`config.mk`:
```
export PLATFORM = sky130hd
export DESIGN_NAME = cheater_text_overlay
export DESIGN_NICKNAME = d
export VERILOG_FILES = /design/src/rtl/vga_pkg.sv /design/src/rtl/text_reveal_ctrl.sv /design/src/rtl/cheater_text_overlay.sv
export SDC_FILE = /design/constraint.sdc
export NUM_CORES = 1
export LEC_CHECK = 0
export ABC_AREA = 0
export CAP_MARGIN = 20
export CELL_PAD_IN_SITES_DETAIL_PLACEMENT = 0
export CELL_PAD_IN_SITES_GLOBAL_PLACEMENT = 1
export CORE_AREA = 5 5 149 151
export CTS_BUF_LIST = sky130_fd_sc_hd__clkbuf_2 sky130_fd_sc_hd__clkbuf_4 sky130_fd_sc_hd__clkbuf_8
export CTS_CLUSTER_DIAMETER = 200
export DETAILED_ROUTE_END_ITERATION = 10
export DIE_AREA = 0 0 154 156
export PLACE_DENSITY_LB_ADDON = 0.3
export SLEW_MARGIN = 20
export SYNTH_ARGS = -nofsm -noshare
export SYNTH_HDL_FRONTEND = slang
export SYNTH_SLANG_ARGS = --single-unit
```
`constraint.sdc`:
```
create_clock -name pclk -period 17.6 [get_ports pclk]
set_input_delay 3.52 -clock pclk [delete_from_list [all_inputs] [get_ports pclk]]
set_output_delay 3.52 -clock pclk [all_outputs]
set_load 0.01 [all_outputs]
```
`src/rtl/vga_pkg.sv`:
```
// Shared VGA overlay types: cell geometry, bus widths, reveal FSM states.
// Latency: n/a (types and constants only).
// Backpressure: n/a; the VGA stream is free-running with no stall path.
package vga_pkg;

    localparam int CHAR_W = 8;   // pixels per character cell, horizontal
    localparam int CHAR_H = 16;  // lines per character cell, vertical
    localparam int HCNT_W = 11;  // width of hcount / vcount
    localparam int RGB_W  = 12;  // RGB444 pixel width

    typedef enum logic [1:0] {
        IDLE,
        REVEAL,
        HOLD
    } reveal_state_t;

    // VGA timing bundle carried down the overlay pipeline.
    typedef struct packed {
        logic [HCNT_W-1:0] hcount;
        logic              hsync;
        logic              hblnk;
        logic [HCNT_W-1:0] vcount;
        logic              vsync;
        logic              vblnk;
    } vga_timing_t;

endpackage

```
`src/rtl/text_reveal_ctrl.sv`:
```
// Typewriter pacing: reveals one more text column every REVEAL_FRAMES frames.
// Latency: revealed updates on the clock after a vblnk_in rising edge or an enable drop.
// Backpressure: none; enable=0 forces IDLE (revealed=0) on the next clock.
// Ports: pclk/rst (async active-high), enable, vblnk_in -> revealed[7:0] (saturates at COLS).
module text_reveal_ctrl
    import vga_pkg::*;
#(
    parameter int COLS          = 30,
    parameter int REVEAL_FRAMES = 4
) (
    input  logic       pclk,
    input  logic       rst,
    input  logic       enable,
    input  logic       vblnk_in,
    output logic [7:0] revealed
);

    localparam int              FC_W     = (REVEAL_FRAMES > 1) ? $clog2(REVEAL_FRAMES) : 1;
    localparam logic [FC_W-1:0] FC_LAST  = FC_W'(REVEAL_FRAMES - 1);
    localparam logic [7:0]      COLS_SAT = 8'(COLS);

    reveal_state_t   state_q, state_d;
    logic [FC_W-1:0] frame_cnt_q, frame_cnt_d;
    logic [7:0]      revealed_q, revealed_d;
    logic            vblnk_prev_q;
    logic            tick;

    // One tick per frame: the rising edge of vertical blank, so the
    // revealed count never changes inside the visible area.
    assign tick     = vblnk_in & ~vblnk_prev_q;
    assign revealed = revealed_q;

    always_comb begin
        state_d     = state_q;
        frame_cnt_d = frame_cnt_q;
        revealed_d  = revealed_q;
        // Dropping enable overrides any tick arriving in the same cycle.
        if (!enable) begin
            state_d     = IDLE;
            frame_cnt_d = '0;
            revealed_d  = '0;
        end else begin
            case (state_q)
                IDLE: begin
                    frame_cnt_d = '0;
                    revealed_d  = '0;
                    state_d     = REVEAL;
                end
                REVEAL: begin
                    if (tick) begin
                        if (frame_cnt_q == FC_LAST) begin
                            frame_cnt_d = '0;
                            revealed_d  = revealed_q + 8'd1;
                            if (revealed_q + 8'd1 >= COLS_SAT) begin
                                revealed_d = COLS_SAT;
                                state_d    = HOLD;
                            end
                        end else begin
                            frame_cnt_d = frame_cnt_q + 1'b1;
                        end
                    end
                end
                HOLD: begin
                    revealed_d = COLS_SAT;
                end
                default: begin
                    state_d = IDLE;
                end
            endcase
        end
    end

    always_ff @(posedge pclk or posedge rst) begin
        if (rst) begin
            state_q      <= IDLE;
            frame_cnt_q  <= '0;
            revealed_q   <= '0;
            vblnk_prev_q <= 1'b0;
        end else begin
            state_q      <= state_d;
            frame_cnt_q  <= frame_cnt_d;
            revealed_q   <= revealed_d;
            vblnk_prev_q <= vblnk_in;
        end
    end

endmodule

```
`src/rtl/cheater_text_overlay.sv`:
```
// Text overlay stage: paints a char-ROM message (revealed typewriter-style) over the VGA stream.
// Latency: fixed 3 pclk cycles for all timing outputs and rgb_out.
// Backpressure: none; free-running pixel stream, one pixel per clock.
// Ports: pclk, rst (async active-high), enable; VGA timing + rgb_in in; char_xy -> char ROM
//   (char_code back combinationally); font_addr -> font ROM (char_pixels back one clock later);
//   delayed timing + rgb_out. Build option CHAR_BG_EN: fill unlit cells of visible columns with 12'h222.
module cheater_text_overlay
    import vga_pkg::*;
#(
    parameter int               XPOS          = 100,
    parameter int               YPOS          = 100,
    parameter int               COLS          = 30,
    parameter int               ROWS          = 1,
    parameter logic [RGB_W-1:0] TEXT_COLOR    = 12'hF00,
    parameter int               REVEAL_FRAMES = 4
) (
    input  logic              pclk,
    input  logic              rst,
    input  logic              enable,
    input  logic [HCNT_W-1:0] hcount_in,
    input  logic              hsync_in,
    input  logic              hblnk_in,
    input  logic [HCNT_W-1:0] vcount_in,
    input  logic              vsync_in,
    input  logic              vblnk_in,
    input  logic [RGB_W-1:0]  rgb_in,
    input  logic [6:0]        char_code,
    input  logic [7:0]        char_pixels,
    output logic [15:0]       char_xy,
    output logic [10:0]       font_addr,
    output logic [HCNT_W-1:0] hcount_out,
    output logic              hsync_out,
    output logic              hblnk_out,
    output logic [HCNT_W-1:0] vcount_out,
    output logic              vsync_out,
    output logic              vblnk_out,
    output logic [RGB_W-1:0]  rgb_out
);

    // Box bounds widened by one bit so XPOS + box width cannot wrap.
    localparam logic [HCNT_W:0]   X_LO    = (HCNT_W+1)'(XPOS);
    localparam logic [HCNT_W:0]   X_HI    = (HCNT_W+1)'(XPOS + CHAR_W * COLS);
    localparam logic [HCNT_W:0]   Y_LO    = (HCNT_W+1)'(YPOS);
    localparam logic [HCNT_W:0]   Y_HI    = (HCNT_W+1)'(YPOS + CHAR_H * ROWS);
    localparam logic [HCNT_W-1:0] X_LO_NW = HCNT_W'(XPOS);

    typedef struct packed {
        vga_timing_t      tim;
        logic [RGB_W-1:0] rgb;
        logic             in_box;
        logic [2:0]       px;
        logic [7:0]       col;
    } pix_t;

    pix_t              s1_q, s1_d, s2_q, s2_d, s3_q, s3_d;
    logic [3:0]        s1_line_q, s1_line_d;
    logic [15:0]       char_xy_q, char_xy_d;
    logic [10:0]       font_addr_q, font_addr_d;
    logic [HCNT_W:0]   h_ext, v_ext, rel_y;
    logic [HCNT_W-1:0] rel_x;
    logic              in_box;
    logic [7:0]        revealed;
    logic              visible, lit, blank;

    text_reveal_ctrl #(
        .COLS          (COLS),
        .REVEAL_FRAMES (REVEAL_FRAMES)
    ) u_reveal (
        .pclk     (pclk),
        .rst      (rst),
        .enable   (enable),
        .vblnk_in (vblnk_in),
        .revealed (revealed)
    );

    always_comb begin
        h_ext  = {1'b0, hcount_in};
        v_ext  = {1'b0, vcount_in};
        in_box = (h_ext >= X_LO) && (h_ext < X_HI) && (v_ext >= Y_LO) && (v_ext < Y_HI);
        rel_x  = hcount_in - X_LO_NW;
        rel_y  = v_ext - Y_LO;

        // Stage 1: locate the pixel inside the text box and ask the char ROM.
        s1_d.tim.hcount = hcount_in;
        s1_d.tim.hsync  = hsync_in;
        s1_d.tim.hblnk  = hblnk_in;
        s1_d.tim.vcount = vcount_in;
        s1_d.tim.vsync  = vsync_in;
        s1_d.tim.vblnk  = vblnk_in;
        s1_d.rgb        = rgb_in;
        s1_d.in_box     = in_box;
        s1_d.px         = rel_x[2:0];
        s1_d.col        = rel_x[10:3];
        s1_line_d       = rel_y[3:0];
        char_xy_d       = in_box ? {rel_x[10:3], rel_y[11:4]} : 16'h0000;

        // Stage 2: char ROM answered combinationally; form the font address.
        s2_d        = s1_q;
        font_addr_d = {char_code, s1_line_q};

        // Stage 3: font ROM data lands alongside these registers.
        s3_d = s2_q;
    end

    always_ff @(posedge pclk or posedge rst) begin
        if (rst) begin
            s1_q        <= '0;
            s2_q        <= '0;
            s3_q        <= '0;
            s1_line_q   <= '0;
            char_xy_q   <= '0;
            font_addr_q <= '0;
        end else begin
            s1_q        <= s1_d;
            s2_q        <= s2_d;
            s3_q        <= s3_d;
            s1_line_q   <= s1_line_d;
            char_xy_q   <= char_xy_d;
            font_addr_q <= font_addr_d;
        end
    end

    assign char_xy    = char_xy_q;
    assign font_addr  = font_addr_q;
    assign hcount_out = s3_q.tim.hcount;
    assign hsync_out  = s3_q.tim.hsync;
    assign hblnk_out  = s3_q.tim.hblnk;
    assign vcount_out = s3_q.tim.vcount;
    assign vsync_out  = s3_q.tim.vsync;
    assign vblnk_out  = s3_q.tim.vblnk;

    // char_pixels is the font ROM's own register output and only becomes valid
    // in the cycle stage 3 holds, so the final mux is combinational off stage 3.
    // Bit 7 is the leftmost pixel: index 7-px, which is ~px for 3 bits.
    always_comb begin
        visible = s3_q.col < revealed;
        lit     = s3_q.in_box && visible && char_pixels[~s3_q.px];
        blank   = s3_q.tim.hblnk || s3_q.tim.vblnk;
        rgb_out = s3_q.rgb;
        if (blank) begin
            rgb_out = '0;
        end else if (lit) begin
            rgb_out = TEXT_COLOR;
        end
`ifdef CHAR_BG_EN
        else if (s3_q.in_box && visible) begin
            rgb_out = 12'h222;
        end
`endif
    end

endmodule
```
==> flow_metrics.py <==
metrics = {
    "hold_path": {
        "whs_path_depth": 0,
        "whs_endpoint": "s2_q[20]",
        "holdCritStartpoint": "s1_q[20]",
        "hold_path.class": "reg2reg",
    },
    "logic_synthesis": {
        "synthDistinctLibCells": 46,
        "netlist_instances": 402,
        "seq_area_frac_synth_pct": 75.1,
        "synth_fp_nets": 476,
        "ys_dominant_reg_cell": "dfrtp_1",
        "syn-cell-area_sq_mm": 0.00609,
        "ys_warn_count": 0,
        "synth_edf_count": 0,
        "synth.avg_cell_area_sq_um": 15.2,
        "synthArstFlopShare_pct": 100,
        "synth-seq-cells": 183,
    },
    "final_layout": {
        "drive_gt1_share_pct": 8.19,
        "final_cells": 800,
        "fillers": 2010,
        "nets": 586,
        "area_growth_pct": 29.9,
        "antennaDiodeCount": 0,
    },
    "critical_path": {
        "regToRegStartpoint": "u_reveal.state_q[1]",
        "end_kind": "output port",
        "critPathArrivalTime_ps": 5740,
        "crit_required_ps": 14080,
        "start_kind": "input port",
        "rr_worst_depth": 5,
        "r2r_end": "u_reveal.revealed[2]",
        "cp_max_fo": 8,
        "worst-r2r-setup-slack_ps": 15460,
        "path_class": "in2out",
    },
    "floorplan": {
        "row_count": 53,
        "start_util_pct": 29.5,
        "io_pins": 121,
        "core_area_sq_mm": 0.0207,
        "die_w_um": 154,
        "dieArea_sq_mm": 0.0240,
        "die_h_um": 156,
    },
    "grt": {
        "grt_pass1_wl_mm": 19.1,
        "grt.total_usage_pct": 10.1,
        "overflow": 0,
        "grt_pass1_vias": 3703,
        "grt_max_degree": 104,
        "antenna_found_initial": 0,
    },
    "clock_tree": {
        "clk_latency_ps": 430,
        "cts_resized": 0,
        "numClockSinks": 183,
        "path_clk_slew_ps": 90,
        "cts_tree": "built",
        "htree_levels": 4,
        "cts_hold_buffers": 0,
        "cts-buffers-inserted": 17,
        "postCtsSetupRepairBufs": 0,
        "max-clock-path-buffers": 2,
        "root_buffer": "clkbuf_8",
    },
    "pwr": {
        "p_total_w": 0.000872,
        "power_density_mw_per_mm2": 110,
        "p_leak_nw": 3.43,
        "ir_drop_uv": 43.2,
    },
    "route": {
        "viasPerCell": 4.13,
        "drc": 0,
        "wire_per_inst_um": 14.5,
        "first_iter_violations": 131,
        "num_vias": 3302,
        "dr.pass1.iters": 4,
        "routed_wl_mm": 11.6,
        "ant_nets": 0,
    },
    "status": {
        "status": "finished clean",
    },
    "sta": {
        "fin_crit_ps": 9260,
        "slew_headroom_pct": 39.5,
        "slew_violations": 0,
        "worst_pin_slew_ps": 899,
        "skew_ps": 10.3,
        "hold_violations": 0,
        "period_share_pct": 52.6,
        "timing.final.ws_setup_ps": 8340,
        "fmax_mhz": 108,
        "fin_tns_setup_ps": 0,
        "rsz0062_at_grt": "false",
        "whs_ps": 350,
        "setup_viol": 0,
    },
    "placement": {
        "gp_congestion": 0.749,
        "post-place-ws_ps": 8260,
        "portBuffers": 120,
        "dp_cells": 768,
        "dp_hpwl_mm": 8.17,
    },
    "job": {
        "max_cap_viol_count": 0,
    },
}
-- worst max path at each step --
stage	endpoint	from	slack, ps	cells after the start
floorplan	char_xy[0]	rst	9110	1
global placement	rgb_out[6]	char_pixels[0]	8370	7
detailed placement	rgb_out[1]	char_pixels[0]	8260	7
CTS	rgb_out[1]	char_pixels[0]	8250	7
global route	rgb_out[0]	char_pixels[0]	8250	7
finish	rgb_out[1]	char_pixels[0]	8340	7
-- cell type report --
| type | count | area (sq um) | share of cell area [%] |
|---|---|---|---|
| Clock buffer | 20 | 256 | 3.24 |
| Clock inverter | 12 | 213 | 2.69 |
| Inverter | 25 | 101 | 1.28 |
| Multi-Input combinational cell | 164 | 1210 | 15.3 |
| Sequential cell | 183 | 4580 | 57.8 |
| Tap cell | 275 | 344 | 4.35 |
| Timing Repair Buffer | 121 | 1210 | 15.3 |
-- layer usage --
layer  global-route usage [%]  part of all wire, %
met5                        0                    0
met3                     4.38                  6.1
met1                     12.0                   41
met2                     16.6                   51
met4                     3.83                  1.7
-- worst max-delay path: stages --
cell	delay (ps)
clkdlybuf4s50_1	400
mux4_2	450
nand2b_1	150
nand3_1	160
a31oi_2	150
nor3b_1	320
clkdlybuf4s50_1	590
-- kinds of logic (layout without fill, tap and decap cells) --
logic type                 count (synthesis)  count (layout)  synth area share [%]
DFF                                      183             183                  75.1
and+or+nand+nor                           80              80                  7.10
buffers and inverters                     55             178                  4.99
AOI/OAI and AO/OA                         48              48                  6.18
adders and majority gates                 18              18                  3.70
xor gates and xnor gates                  13              13                  1.87
muxes                                      5               5                  1.03
-- state kept, by name (all words and copies together) (netlist names), 2 cells and up --
name and cells:
s1_line_q 4, u_reveal.frame_cnt_q 2, s1_q 45, hcount_out 9
s2_q 46, char_xy 16, vcount_out 11, font_addr 11
u_reveal.revealed 8, s3_q 24, u_reveal.state_q 2
-- power by group --
group	switching, W	internal (W)
Combinational	0.0000487	0.0000416
Clock	0.000146	0.000177
Sequential	0.0000130	0.000445
-- cells in the mapped netlist (all sizes together) (2+ instances only) --
master   count  area [sq um]
a211oi       2          15.0
a41oi        2          17.5
clkbuf       3          12.5
a21oi       11          55.1
o221ai       3          26.3
ha          18           225
o2111ai      2          17.5
nor3         6          35.0
buf         27           198
and3         8          50.1
nand3b       2          15.0
dfrtp      183          4580
nor2b        7          43.8
nor2        16          60.1
o21ai        5          25.0
nand2       14          52.6
nand3        8          45.0
a21boi       2          15.0
xnor2        5          43.8
inv         25          93.8
nor3b       10          75.1
nand2b       7          43.8
o211a        2          20.0
xor2         8          70.1
o31ai        2          15.0
a31oi        4          31.3
mux2i        4          40.0
a22oi        3          22.5
-- layout by cell type (no fill, tap or decap), drive strengths merged, types with 5 or more instances in the layout --
cell type / Yosys / layout
nand3: 8 / 8
clkdlybuf4s50: 0 / 120
ha: 18 / 18
and3: 8 / 8
a21oi: 11 / 11
nand2b: 7 / 7
xnor2: 5 / 5
clkbuf: 3 / 20
nor2b: 7 / 7
nor3b: 10 / 10
inv: 25 / 30
xor2: 8 / 8
dfrtp: 183 / 183
bufinv: 0 / 5
nand2: 14 / 14
o21ai: 5 / 5
nor2: 16 / 16
nor3: 6 / 6
-- through the flow --
stage / area (sq um) / util (%)
3_3_place_gp: 7440 / 36.0
4_1_cts: 7910 / 38.2
2_1_floorplan: 6090 / -
5_1_grt: 7920 / 38.3
6_report: 7920 / 38.3
3_5_place_dp: 7440 / 36.0
(Power assumes the default switching activity.)
